## src/rtl/pipe_pkg.sv

```systemverilog
// Shared types and constants for the pipeline stage register.
// States encode occupancy directly (EMPTY=0, BUSY=1, FULL=2).
package pipe_pkg;

    typedef enum logic [1:0] {
        EMPTY = 2'd0,
        BUSY  = 2'd1,
        FULL  = 2'd2
    } pipe_state_e;

    localparam int PIPE_CTRL_W = 12;

    localparam logic [PIPE_CTRL_W-1:0] PIPE_CTRL_BUBBLE = '0;

endpackage

```

## src/rtl/pipe_slot.sv

```systemverilog
// One storage slot: valid flag plus control and data bundles.
// Flush zeroes control always and data only when CLEAR_DATA is set.
module pipe_slot
    import pipe_pkg::*;
#(
    parameter int DATA_W     = 32,
    parameter int CTRL_W     = PIPE_CTRL_W,
    parameter bit CLEAR_DATA = 1'b1
) (
    input  logic              clock,
    input  logic              reset,
    input  logic              load,
    input  logic              clear,
    input  logic              drop,
    input  logic [DATA_W-1:0] dataIn,
    input  logic [CTRL_W-1:0] ctrlIn,
    output logic              valid,
    output logic [DATA_W-1:0] data,
    output logic [CTRL_W-1:0] ctrl
);

    // Reset zeroes everything; clear beats load; drop only retires valid.
    always_ff @(posedge clock) begin
        if (!reset) begin
            valid <= 1'b0;
            data  <= '0;
            ctrl  <= CTRL_W'(PIPE_CTRL_BUBBLE);
        end else if (clear) begin
            valid <= 1'b0;
            ctrl  <= CTRL_W'(PIPE_CTRL_BUBBLE);
            if (CLEAR_DATA) begin
                data <= '0;
            end
        end else if (load) begin
            valid <= 1'b1;
            data  <= dataIn;
            ctrl  <= ctrlIn;
        end else if (drop) begin
            valid <= 1'b0;
        end
    end

endmodule

```

## src/rtl/pipe_stage_reg.sv

```systemverilog
// Pipeline stage register with valid/ready handshake and flush.
// PIPE_STAGE_SKID_EN adds a skid slot and a fully registered ready.
module pipe_stage_reg
    import pipe_pkg::*;
#(
    parameter int DATA_W     = 32,
    parameter int CTRL_W     = PIPE_CTRL_W,
    parameter bit CLEAR_DATA = 1'b1
) (
    input  logic              clock,
    input  logic              reset,
    input  logic              syncClr,
    input  logic              inValid,
    output logic              inReady,
    input  logic [DATA_W-1:0] inData,
    input  logic [CTRL_W-1:0] inCtrl,
    output logic              outValid,
    input  logic              outReady,
    output logic [DATA_W-1:0] outData,
    output logic [CTRL_W-1:0] outCtrl,
    output logic [1:0]        occupancy
);

    pipe_state_e state;
    pipe_state_e stateNext;

    logic inXfer;
    logic outXfer;
    logic loadMain;
    logic dropMain;

    logic              mainValid;
    logic [CTRL_W-1:0] mainCtrl;
    logic [DATA_W-1:0] mainDataIn;
    logic [CTRL_W-1:0] mainCtrlIn;

`ifdef PIPE_STAGE_SKID_EN
    logic              loadSkid;
    logic              dropSkid;
    logic              mainFromSkid;
    logic              skidValid;
    logic [DATA_W-1:0] skidData;
    logic [CTRL_W-1:0] skidCtrl;

    assign inReady    = (state != FULL) & reset;
    assign mainDataIn = mainFromSkid ? skidData : inData;
    assign mainCtrlIn = mainFromSkid ? skidCtrl : inCtrl;
`else
    assign inReady    = (~mainValid | outReady) & reset;
    assign mainDataIn = inData;
    assign mainCtrlIn = inCtrl;
`endif

    assign inXfer    = inValid & inReady;
    assign outXfer   = mainValid & outReady;
    assign outValid  = mainValid;
    assign occupancy = state;

    assign outCtrl = mainValid ? mainCtrl
                               : CTRL_W'(PIPE_CTRL_BUBBLE);

    // State register; reset wins over flush and transfers.
    always_ff @(posedge clock) begin
        if (!reset) begin
            state <= EMPTY;
        end else begin
            state <= stateNext;
        end
    end

    // Next-state and slot control; flush overrides every transfer.
    always_comb begin
        stateNext = state;
        loadMain  = 1'b0;
        dropMain  = 1'b0;
`ifdef PIPE_STAGE_SKID_EN
        loadSkid     = 1'b0;
        dropSkid     = 1'b0;
        mainFromSkid = 1'b0;
`endif
        if (syncClr) begin
            stateNext = EMPTY;
        end else begin
            unique case (state)
                EMPTY: begin
                    if (inXfer) begin
                        stateNext = BUSY;
                        loadMain  = 1'b1;
                    end
                end
                BUSY: begin
                    if (inXfer && outXfer) begin
                        loadMain = 1'b1;
                    end else if (outXfer) begin
                        stateNext = EMPTY;
                        dropMain  = 1'b1;
                    end
`ifdef PIPE_STAGE_SKID_EN
                    else if (inXfer) begin
                        stateNext = FULL;
                        loadSkid  = 1'b1;
                    end
`endif
                end
`ifdef PIPE_STAGE_SKID_EN
                FULL: begin
                    if (outXfer) begin
                        stateNext    = BUSY;
                        loadMain     = skidValid;
                        mainFromSkid = 1'b1;
                        dropSkid     = 1'b1;
                    end
                end
`endif
                default: begin
                    stateNext = EMPTY;
                end
            endcase
        end
    end

    pipe_slot #(
        .DATA_W    (DATA_W),
        .CTRL_W    (CTRL_W),
        .CLEAR_DATA(CLEAR_DATA)
    ) mainSlot (
        .clock (clock),
        .reset (reset),
        .load  (loadMain),
        .clear (syncClr),
        .drop  (dropMain),
        .dataIn(mainDataIn),
        .ctrlIn(mainCtrlIn),
        .valid (mainValid),
        .data  (outData),
        .ctrl  (mainCtrl)
    );

`ifdef PIPE_STAGE_SKID_EN
    pipe_slot #(
        .DATA_W    (DATA_W),
        .CTRL_W    (CTRL_W),
        .CLEAR_DATA(CLEAR_DATA)
    ) skidSlot (
        .clock (clock),
        .reset (reset),
        .load  (loadSkid),
        .clear (syncClr),
        .drop  (dropSkid),
        .dataIn(inData),
        .ctrlIn(inCtrl),
        .valid (skidValid),
        .data  (skidData),
        .ctrl  (skidCtrl)
    );
`endif

endmodule

```

## config.mk

```make
export PLATFORM = sky130hd
export DESIGN_NAME = pipe_stage_reg
export DESIGN_NICKNAME = d
export VERILOG_FILES = /design/src/rtl/pipe_pkg.sv /design/src/rtl/pipe_slot.sv /design/src/rtl/pipe_stage_reg.sv
export SDC_FILE = /design/constraint.sdc
export NUM_CORES = 1
export LEC_CHECK = 0
export CAP_MARGIN = 20
export CORE_AREA = 2 2 70 72
export DETAILED_ROUTE_END_ITERATION = 12
export DIE_AREA = 0 0 72 74
export PLACE_DENSITY = 0.82
export SLEW_MARGIN = 0
export SYNTH_ARGS = -nofsm -noshare
export SYNTH_HDL_FRONTEND = slang
export SYNTH_HIERARCHICAL = 1
export SYNTH_SLANG_ARGS = --single-unit
```

## constraint.sdc

```tcl
create_clock -name clock -period 3.5 [get_ports clock]
set_input_delay 0.7 -clock clock [delete_from_list [all_inputs] [get_ports clock]]
set_output_delay 0.7 -clock clock [all_outputs]
set_load 0.05 [all_outputs]
```

**After elaboration in Yosys (flattened, before gate mapping)**

Index checks and enable logic that the tools add are counted.

- Register bits after elaboration: 47
- Bits of input ports: 49
- Output and inout bits: 48
- Word-level logic and storage cells: 34

- Equal/unequal tests: 4
- Multiplexer cells: 15
- Bitwise gates (word level): 6
- Reductions and logical operators: 5

Operators with widths:

| cell | number |
|---|---|
| $mux W12 | 1 |
| $mux W1 | 9 |
| $mux W2 | 3 |
| $ne A2 B2 Y1 const B | 3 |
| $pmux W2 S2 | 1 |
| $and A1 B1 Y1 | 3 |
| $reduce_and A3 Y1 | 1 |
| $eq A2 B1 Y1 const B | 1 |
| $logic_not A2 Y1 | 1 |
| $not A1 Y1 | 2 |
| $pmux W1 S2 | 1 |
| $reduce_bool A2 Y1 | 1 |
| $reduce_or A2 Y1 | 1 |
| $logic_and A1 B1 Y1 | 1 |
| $or A1 B1 Y1 | 1 |

**Logic depth before layout (Yosys ltp)**

Gate-level depths: netlist (run 1).

- Depth in word-level cells: 10
- Gate-level depth with buffers: 7

**Hierarchy**

Netlist (run 1), hierarchy kept.

By module, submodules not included:

| module | instances | cells an instance | area each (sq um) |
|---|---|---|---|
| pipe_slot | 1 | 147 | 1644.1 |
| pipe_stage_reg | 1 | 26 | 190.2 |

**Worst setup path after synthesis (run 1)**

OpenSTA, ideal clock, no wires.

- Path type: register to output
- Start: register mainSlot.valid
- End: output outCtrl[0]
- Data arrival time: 1395 ps
- Data required time: 2800 ps
- Path slack: 1405 ps
- Stages on the path, launching flop included: 3
- Path buffers: 1
- Cell sequence: dfxtp_1 -> clkbuf_2 -> and2_1

- Cells in the longest elaborated chain, start to end: 1

RTL lines:

| element | line | RTL |
|---|---|---|
| from (decl) | pipe_slot.sv:17 | `output logic valid,` |
| from (signal assigned) | pipe_slot.sv:25 | `valid <= 1'b0;` |
| from (signal assigned) | pipe_slot.sv:29 | `valid <= 1'b0;` |
| from (signal assigned) | pipe_slot.sv:35 | `valid <= 1'b1;` |
| $mux W12 | pipe_stage_reg.sv:59 | `assign outCtrl = mainValid ? mainCtrl` |
| to (decl) | pipe_stage_reg.sv:20 | `output logic [CTRL_W-1:0] outCtrl,` |

Every way passes these cells.

**Worst setup path in the final report (run 1)**

- Start: input outReady
- End: output inReady

- Cells in the longest elaborated chain, start to end: 2

RTL lines:

| element | line | RTL |
|---|---|---|
| from (decl) | pipe_stage_reg.sv:18 | `input logic outReady,` |
| $or A1 B1 Y1 | pipe_stage_reg.sv:49 | `assign inReady = (~mainValid \| outReady) & reset;` |
| $and A1 B1 Y1 | pipe_stage_reg.sv:49 |  |
| to (decl) | pipe_stage_reg.sv:14 | `output logic inReady,` |

Every way passes these cells.

==> results by group, run 1 <==
STA
  • Final min period: ~3000 ps
  • Clock skew: around 3.1 ps
  • Setup violations, final: 0
  • Fin. Hold Viols: 0
  • RSZ-0062 raised after global routing: no
  • Max-slew headroom: 0.4090
  • Top achievable clock speed: 0.3391 GHz
  • Final Cycle Share: 0.8427
  • Setup TNS Final: 0 ps
  • Worst slew pin tran: between 800 and 900 ps
  • Fin. max-slew vios: 0

Drt
  • Vias/cell: 4.569
  • Iter 0 DRT Violations: 54
  • Via count: 1462
  • Antenna-violating nets left: 0
  • DRT Wirelength: a little over 4000 µm
  • DRT Pass-1 Iters: 4
  • Remaining DRCs: 0
  • WL/cell: roughly 13 µm

Global routing
  • GRT Max-Usage Layer: met2
  • First-pass GRT wire length: 6603 µm
  • Number of global-route vias before repair: approximately 1500
  • Antenna violations before repair: 0
  • Largest net degree at the start of global routing: 46
  • Met3 usage: 0.03388
  • Grt total ovfl: 0
  • Total GRT Usage: 0.1588
  • Met1 usage: 0.1779
  • Met2 usage: 0.2953

Die
  • I/O pins: between 90 and 100
  • Die X: 72 µm
  • Initial Util: 0.3989
  • Die height: ~74 µm
  • Rows: 25
  • Die Footprint: about 5300 µm²
  • CORE AREA: roughly 4600 µm²

Power and ir drop
  • Clock share of power: 0.358
  • Pleak: 0.9849 nW
  • Logic pwr share: 0.132
  • P_sw: around 0.23 mW
  • Sw Ratio: 0.2210
  • Sequential share of power: 0.510
  • Total power: between 1 and 1.5 mW
  • VDD IR max: between 200 and 250 µV
  • Pint: a little over 0.8 mW
  • PD cells: roughly 370 nW/µm²

Synthesis
  • Yosys warning count: 6
  • Mapped cell area: 1834 µm²
  • Syn_nets: 222
  • Area contributors post-synth: dfxtp_1 (50%), mux2i_1 (24%), nor2_1 (9.2%)
  • #FFs+latches synth: 46
  • Avg Synthesized Cell Area: ~11 µm²
  • Seq/Total Area, Yosys: 0.5020
  • Synth area leader: dfxtp_1
  • Post-Synthesis Cells: 173
  • Post-synth cell types: 19
  • Top cell type's share of synthesized area: 0.5020

Setup path
  • Critical R2R Launch: mainSlot/valid
  • CP endpoint kind: output port
  • FF-to-FF path depth: 6
  • CP Max Fanout: 2
  • R2r endpoint: mainSlot/data[6]
  • Critical Path RT: 2800 ps
  • Register-to-register setup slack: about 1500 ps
  • Startpoint types: input port
  • Worst EP arrival: 2250 ps
  • Origin of the worst setup path: outReady
  • Crit Path Class: input port to output port

Cells and area
  • Register area: ~920 µm²
  • Layout Nets: about 310
  • Ant. Diodes: 0
  • Filler cell count: approximately 420
  • Area added between synthesis and finish: 55.46%
  • Share of cells above drive strength 1: 0.06391
  • Multi-input gate area: between 700 and 800 µm²

Clock tree
  • Clock sink count: between 40 and 50
  • Hold buffer count at CTS: 0
  • Clock-pin slew on the worst setup and hold paths: about 80 ps
  • Post-CTS resize count: 0
  • Root buf cell: clkbuf_8
  • Setup bufs post-CTS: 0
  • Max Root-Sink Buffers: 2
  • Worst-Skew Late Latency: 280 ps
  • CTS H-tree depth: 2
  • Total CTS buffers: 5
  • CTS tree: done

Run
  • Max-cap violations: 0

Place
  • Routability cong.: approximately 0.70
  • DP HPWL: around 3000 µm
  • Port Buf Inserts: 95

Min path
  • Hold path startpoint: mainSlot/ctrl[5]
  • Worst Hold End: mainSlot/ctrl[5]
  • Hold Crit Depth: 2
  • Hold crit path type: flip-flop to flip-flop

Outcome
  • Outcome: completed
==> per-stage QoR <==
step	hold slack, ps	utilization	instance area, µm²	std cells	worst slack [ps]
4_1_cts	496.3	0.6201	2851	320	540.3
3_3_place_gp	464.4	0.5965	2743	312	576.4
5_1_grt	517.8	0.6201	2851	320	458.0
2_1_floorplan	452.0	-	1834	173	1405
3_5_place_dp	476.4	0.5965	2743	312	553.2
6_report	492.2	0.6201	2851	320	550.6
==> power groups by stage <==
stage	combinational, mW	sequential [mW]	clock [mW]
floorplan	0.0554	0.566	0
global placement	0.138	0.547	0
detailed placement	0.139	0.547	0
CTS	0.140	0.535	0.391
global route	0.148	0.536	0.410
finish	0.138	0.535	0.375
==> state kept, by name, indices dropped and copies added, names as in the netlist <==
| register | count |
|---|---|
| mainSlot/data | 32 |
| mainSlot/ctrl | 12 |
| mainSlot/valid | 1 |
| occupancy | 1 |
==> layout make-up <==
type                            instances  area share
Multi-Input combinational cell        113      0.2738
Clock buffer                            5     0.02413
Clock inverter                          3     0.01404
Timing Repair Buffer                   97      0.3387
Inverter                                2    0.002633
Tap cell                               54     0.02369
Sequential cell                        46      0.3229
==> critical path, cell delays in order <==
cell and delay (ps):
clkdlybuf4s50_1 480, nand2b_1 120, and2_1 140, clkdlybuf4s50_1 800
==> cells in the mapped netlist <==
cell,instances
dfxtp_1,46
nor2_1,45
mux2i_1,44
and2_1,11
buf_2,5
buf_12,4
nand2b_1,3
a21oi_1,2
and2_2,2
inv_1,2
a2111oi_2,1
and4b_1,1
buf_4,1
buf_6,1
clkbuf_2,1
conb_1,1
nand2_2,1
nor4b_2,1
o21ai_0,1
==> cells by family after synthesis <==
group	synth area share
buffers and inverters	0.07435
DFF	0.5020
and+or+nand+nor	0.1651
muxes	0.2401
AOI/OAI and AO/OA	0.01637
other	0.002044
==> per-layer routing <==
metal / up-vias / part of all wire
met2: 49 / 0.52
met4: 0 / 0.012
met3: 5 / 0.059
met5: - / 0
met1: 664 / 0.41
li1: 744 / -
==> worst max-delay path by stage <==
stage	end	slack (ps)	depth (start not counted)
6_report	inReady	550	4
5_1_grt	inReady	460	4
2_1_floorplan	outCtrl[0]	1410	2
3_3_place_gp	inReady	580	4
4_1_cts	inReady	540	4
3_5_place_dp	inReady	550	4
==> cells in the final DEF (no fill, tap or decap) <==
cell / netlist / routed
nand2_2: 1 / 1
nor4b_2: 1 / 1
mux2i_1: 44 / 44
buf_4: 1 / 2
nand2b_1: 3 / 2
inv_1: 2 / 2
bufinv_16: 0 / 1
and2_2: 2 / 2
conb_1: 1 / 1
dfxtp_1: 46 / 46
clkinv_2: 0 / 2
a21oi_1: 2 / 2
a2111oi_2: 1 / 1
clkbuf_8: 0 / 5
nor2_1: 45 / 45
clkdlybuf4s50_1: 0 / 95
o21ai_0: 1 / 1
and4b_2: 0 / 1
nand2b_2: 0 / 1
and2_1: 11 / 11
Note: power is estimated with default switching activity, not from simulation.
==> run 2: changes to the inputs <==
- CORE_AREA: 2 2 70 72 -> 2 2 72 74
- DIE_AREA: 0 0 72 74 -> 0 0 74 76
- PLACE_DENSITY: 0.82 -> 0.78
- clock period: 3.5 -> 2.85 ns (I/O delays scaled with it)
==> run 2 against run 1 <==
Clock-buffer cell count is 2 higher. Global-route usage is 0.65 points lower. Utilization is 3.4 points lower. Cell count is 5.6% higher. First-iteration DRC count is 33% lower.
==> results by group, run 2 (same netlist as run 1, synthesis figures left out) <==
Cells and area
  • Biggest register: mainSlot/data
  • Share of cells above drive strength 1: 0.06343 (-0.0004769)
  • Commonest non-fill, non-tap cell in the layout: clkdlybuf4s50_1
  • Register area: 920.9 µm² (unchanged)
  • Commonest cells after routing, fill and taps aside: clkdlybuf4s50_1 (94), dfxtp_1 (46), nor2_1 (45)
  • Multi-input gate area: 778.2 µm² (-0.32%)
  • Filler cell count: 445 (+5.7%)
  • Area added between synthesis and finish: 56.96%
  • Number of flip-flops in the largest register: 32 (unchanged)
  • Ant. Diodes: 0 (unchanged)
  • Largest regs: mainSlot/data x32, mainSlot/ctrl x12
  • Layout Nets: 316 (+0.64%)

Die
  • Die Footprint: 5624 µm² (+5.6%)
  • Rows: 26 (+4.0%)
  • Initial Util: 0.3734 (-0.02550)
  • CORE AREA: 4912 µm² (+6.8%)
  • Die X: 74 µm (+2.8%)
  • Die height: 76 µm (+2.7%)
  • I/O pins: 97 (unchanged)

Global routing
  • GRT Max-Usage Layer: met2
  • Met2 usage: 0.2420 (-0.05330)
  • Total GRT Usage: 0.1523 (-0.006452)
  • Grt total ovfl: 0 (unchanged)
  • Number of global-route vias before repair: 1529 (+4.4%)
  • Antenna violations before repair: 0 (unchanged)
  • Largest net degree at the start of global routing: 25 (-46%)
  • First-pass GRT wire length: 6817 µm (+3.2%)
  • Met1 usage: 0.1871 (+0.009262)
  • Met3 usage: 0.05291 (+0.01903)

Place
  • Port Buf Inserts: 95 (unchanged)
  • Routability cong.: 0.6905 (-1.1%)
  • DP HPWL: 2985 µm (-0.34%)

STA
  • Final min period: 2537 ps
  • RSZ-0062 raised after global routing: no
  • Setup violations, final: 0 (unchanged)
  • Max-slew headroom: 0.6410 (+0.2320)
  • Clock skew: 6.687 ps (+3.544 ps)
  • Final Cycle Share: 0.8901
  • Fin. Hold Viols: 0 (unchanged)
  • Worst slew pin tran: 536.8 ps (-349.7 ps)
  • Setup TNS Final: 0 ps (unchanged)
  • Hold slack: 492.6 ps (+0.4420 ps)
  • Fin. max-slew vios: 0 (unchanged)
  • Top achievable clock speed: ~0.39 GHz

Setup path
  • CP endpoint kind: output port
  • Crit Path Class: flip-flop to output port
  • CP Max Fanout: 17 (+15)
  • Critical Path RT: 2280 ps (-520 ps)
  • Worst EP arrival: 1970 ps (-280 ps)
  • Startpoint types: flip-flop

Power and ir drop
  • VDD IR max: 226.6 µV (-4.1%)
  • Pleak: 0.9890 nW (+0.42%)
  • PD cells: 448.8 nW/µm² (+22%)

Clock tree
  • Hold buffer count at CTS: 0 (unchanged)
  • Worst-Skew Late Latency: 290 ps (about the same)
  • Setup bufs post-CTS: 0 (unchanged)
  • CTS H-tree depth: 2 (unchanged)
  • Clock sink count: 46 (unchanged)
  • Clock-pin slew on the worst setup and hold paths: 80 ps (about the same)
  • Total CTS buffers: 5 (unchanged)
  • Max Root-Sink Buffers: 2 (unchanged)
  • Post-CTS resize count: 0 (unchanged)
  • CTS tree: done
  • Root buf cell: clkbuf_8

Drt
  • DRT Wirelength: 4026 µm (-1.0%)
  • DRT Pass-1 Iters: 2 (-2)
  • Remaining DRCs: 0 (unchanged)
  • Antenna-violating nets left: 0 (unchanged)
  • Vias/cell: 4.396 (-3.8%)
  • WL/cell: 11.91 µm (-6.3%)
  • Via count: 1486 (+1.6%)
  • Iter 0 DRT Violations: 36 (-33%)

Min path
  • Hold crit path type: flip-flop to flip-flop

Outcome
  • Outcome: completed

Run
  • Max-cap violations: 0 (unchanged)
==> run 2: cell count changes in the layout (fill, tap and decap cells not counted), sizes merged <==
cell and change:
clkbuf +2, clkinv -2, clkdlybuf4s50 -1, buf +3
==> run 2: path summary, 6_finish.rpt <==
kind | slack, ps | startpoint | cells after the start | to
setup / recovery | 310 | mainSlot/valid | 2 | outCtrl[8]
hold / removal | 490 | mainSlot/ctrl[10] | 2 | mainSlot/ctrl[10]
setup reg to reg | 960 | mainSlot/valid | 6 | mainSlot/ctrl[4]
hold reg to reg | 490 | mainSlot/ctrl[10] | 2 | mainSlot/ctrl[10]
==> run 2: through the flow <==
step	cells	util	instance area, µm²	total power [mW]	setup slack [ps]
final	338	0.5861	2879	1.292	313.3
after global routing	338	0.5861	2879	1.350	193.1
after CTS	338	0.5861	2879	1.311	263.5
after detailed placement	330	0.5644	2773	0.8451	561.1
after global placement	330	0.5644	2773	0.8436	612.2
after floorplan	173	-	1834	0.7631	885.4
==> run 2: routing by layer <==
layer / wire, µm / vias up
met1: 1725 / 663
met4: 91 / 0
li1: - / 751
met2: 1929 / 60
met3: 280 / 12
met5: 0 / -
==> run 2: cell type report <==
| class | instances | share of cell area |
|---|---|---|
| inverters | 2 | 0.002608 |
| multi-input cells | 113 | 0.2703 |
| flip-flops and latches | 46 | 0.3199 |
| clock inverters | 1 | 0.01043 |
| well taps | 70 | 0.03042 |
| clock buffers | 7 | 0.02651 |
| repair buffers | 99 | 0.3399 |
==> run 2: report_power, final <==
part	internal [mW]	switching, mW	total, mW
clock	0.262	0.201	0.463
sequential	0.651	0.00581	0.657
combinational	0.0951	0.0767	0.172
==> run 2: critical path: stages (launching register included) <==
cell	delay [ps]
dfxtp_1	640
and2_2	240
clkdlybuf4s50_1	800
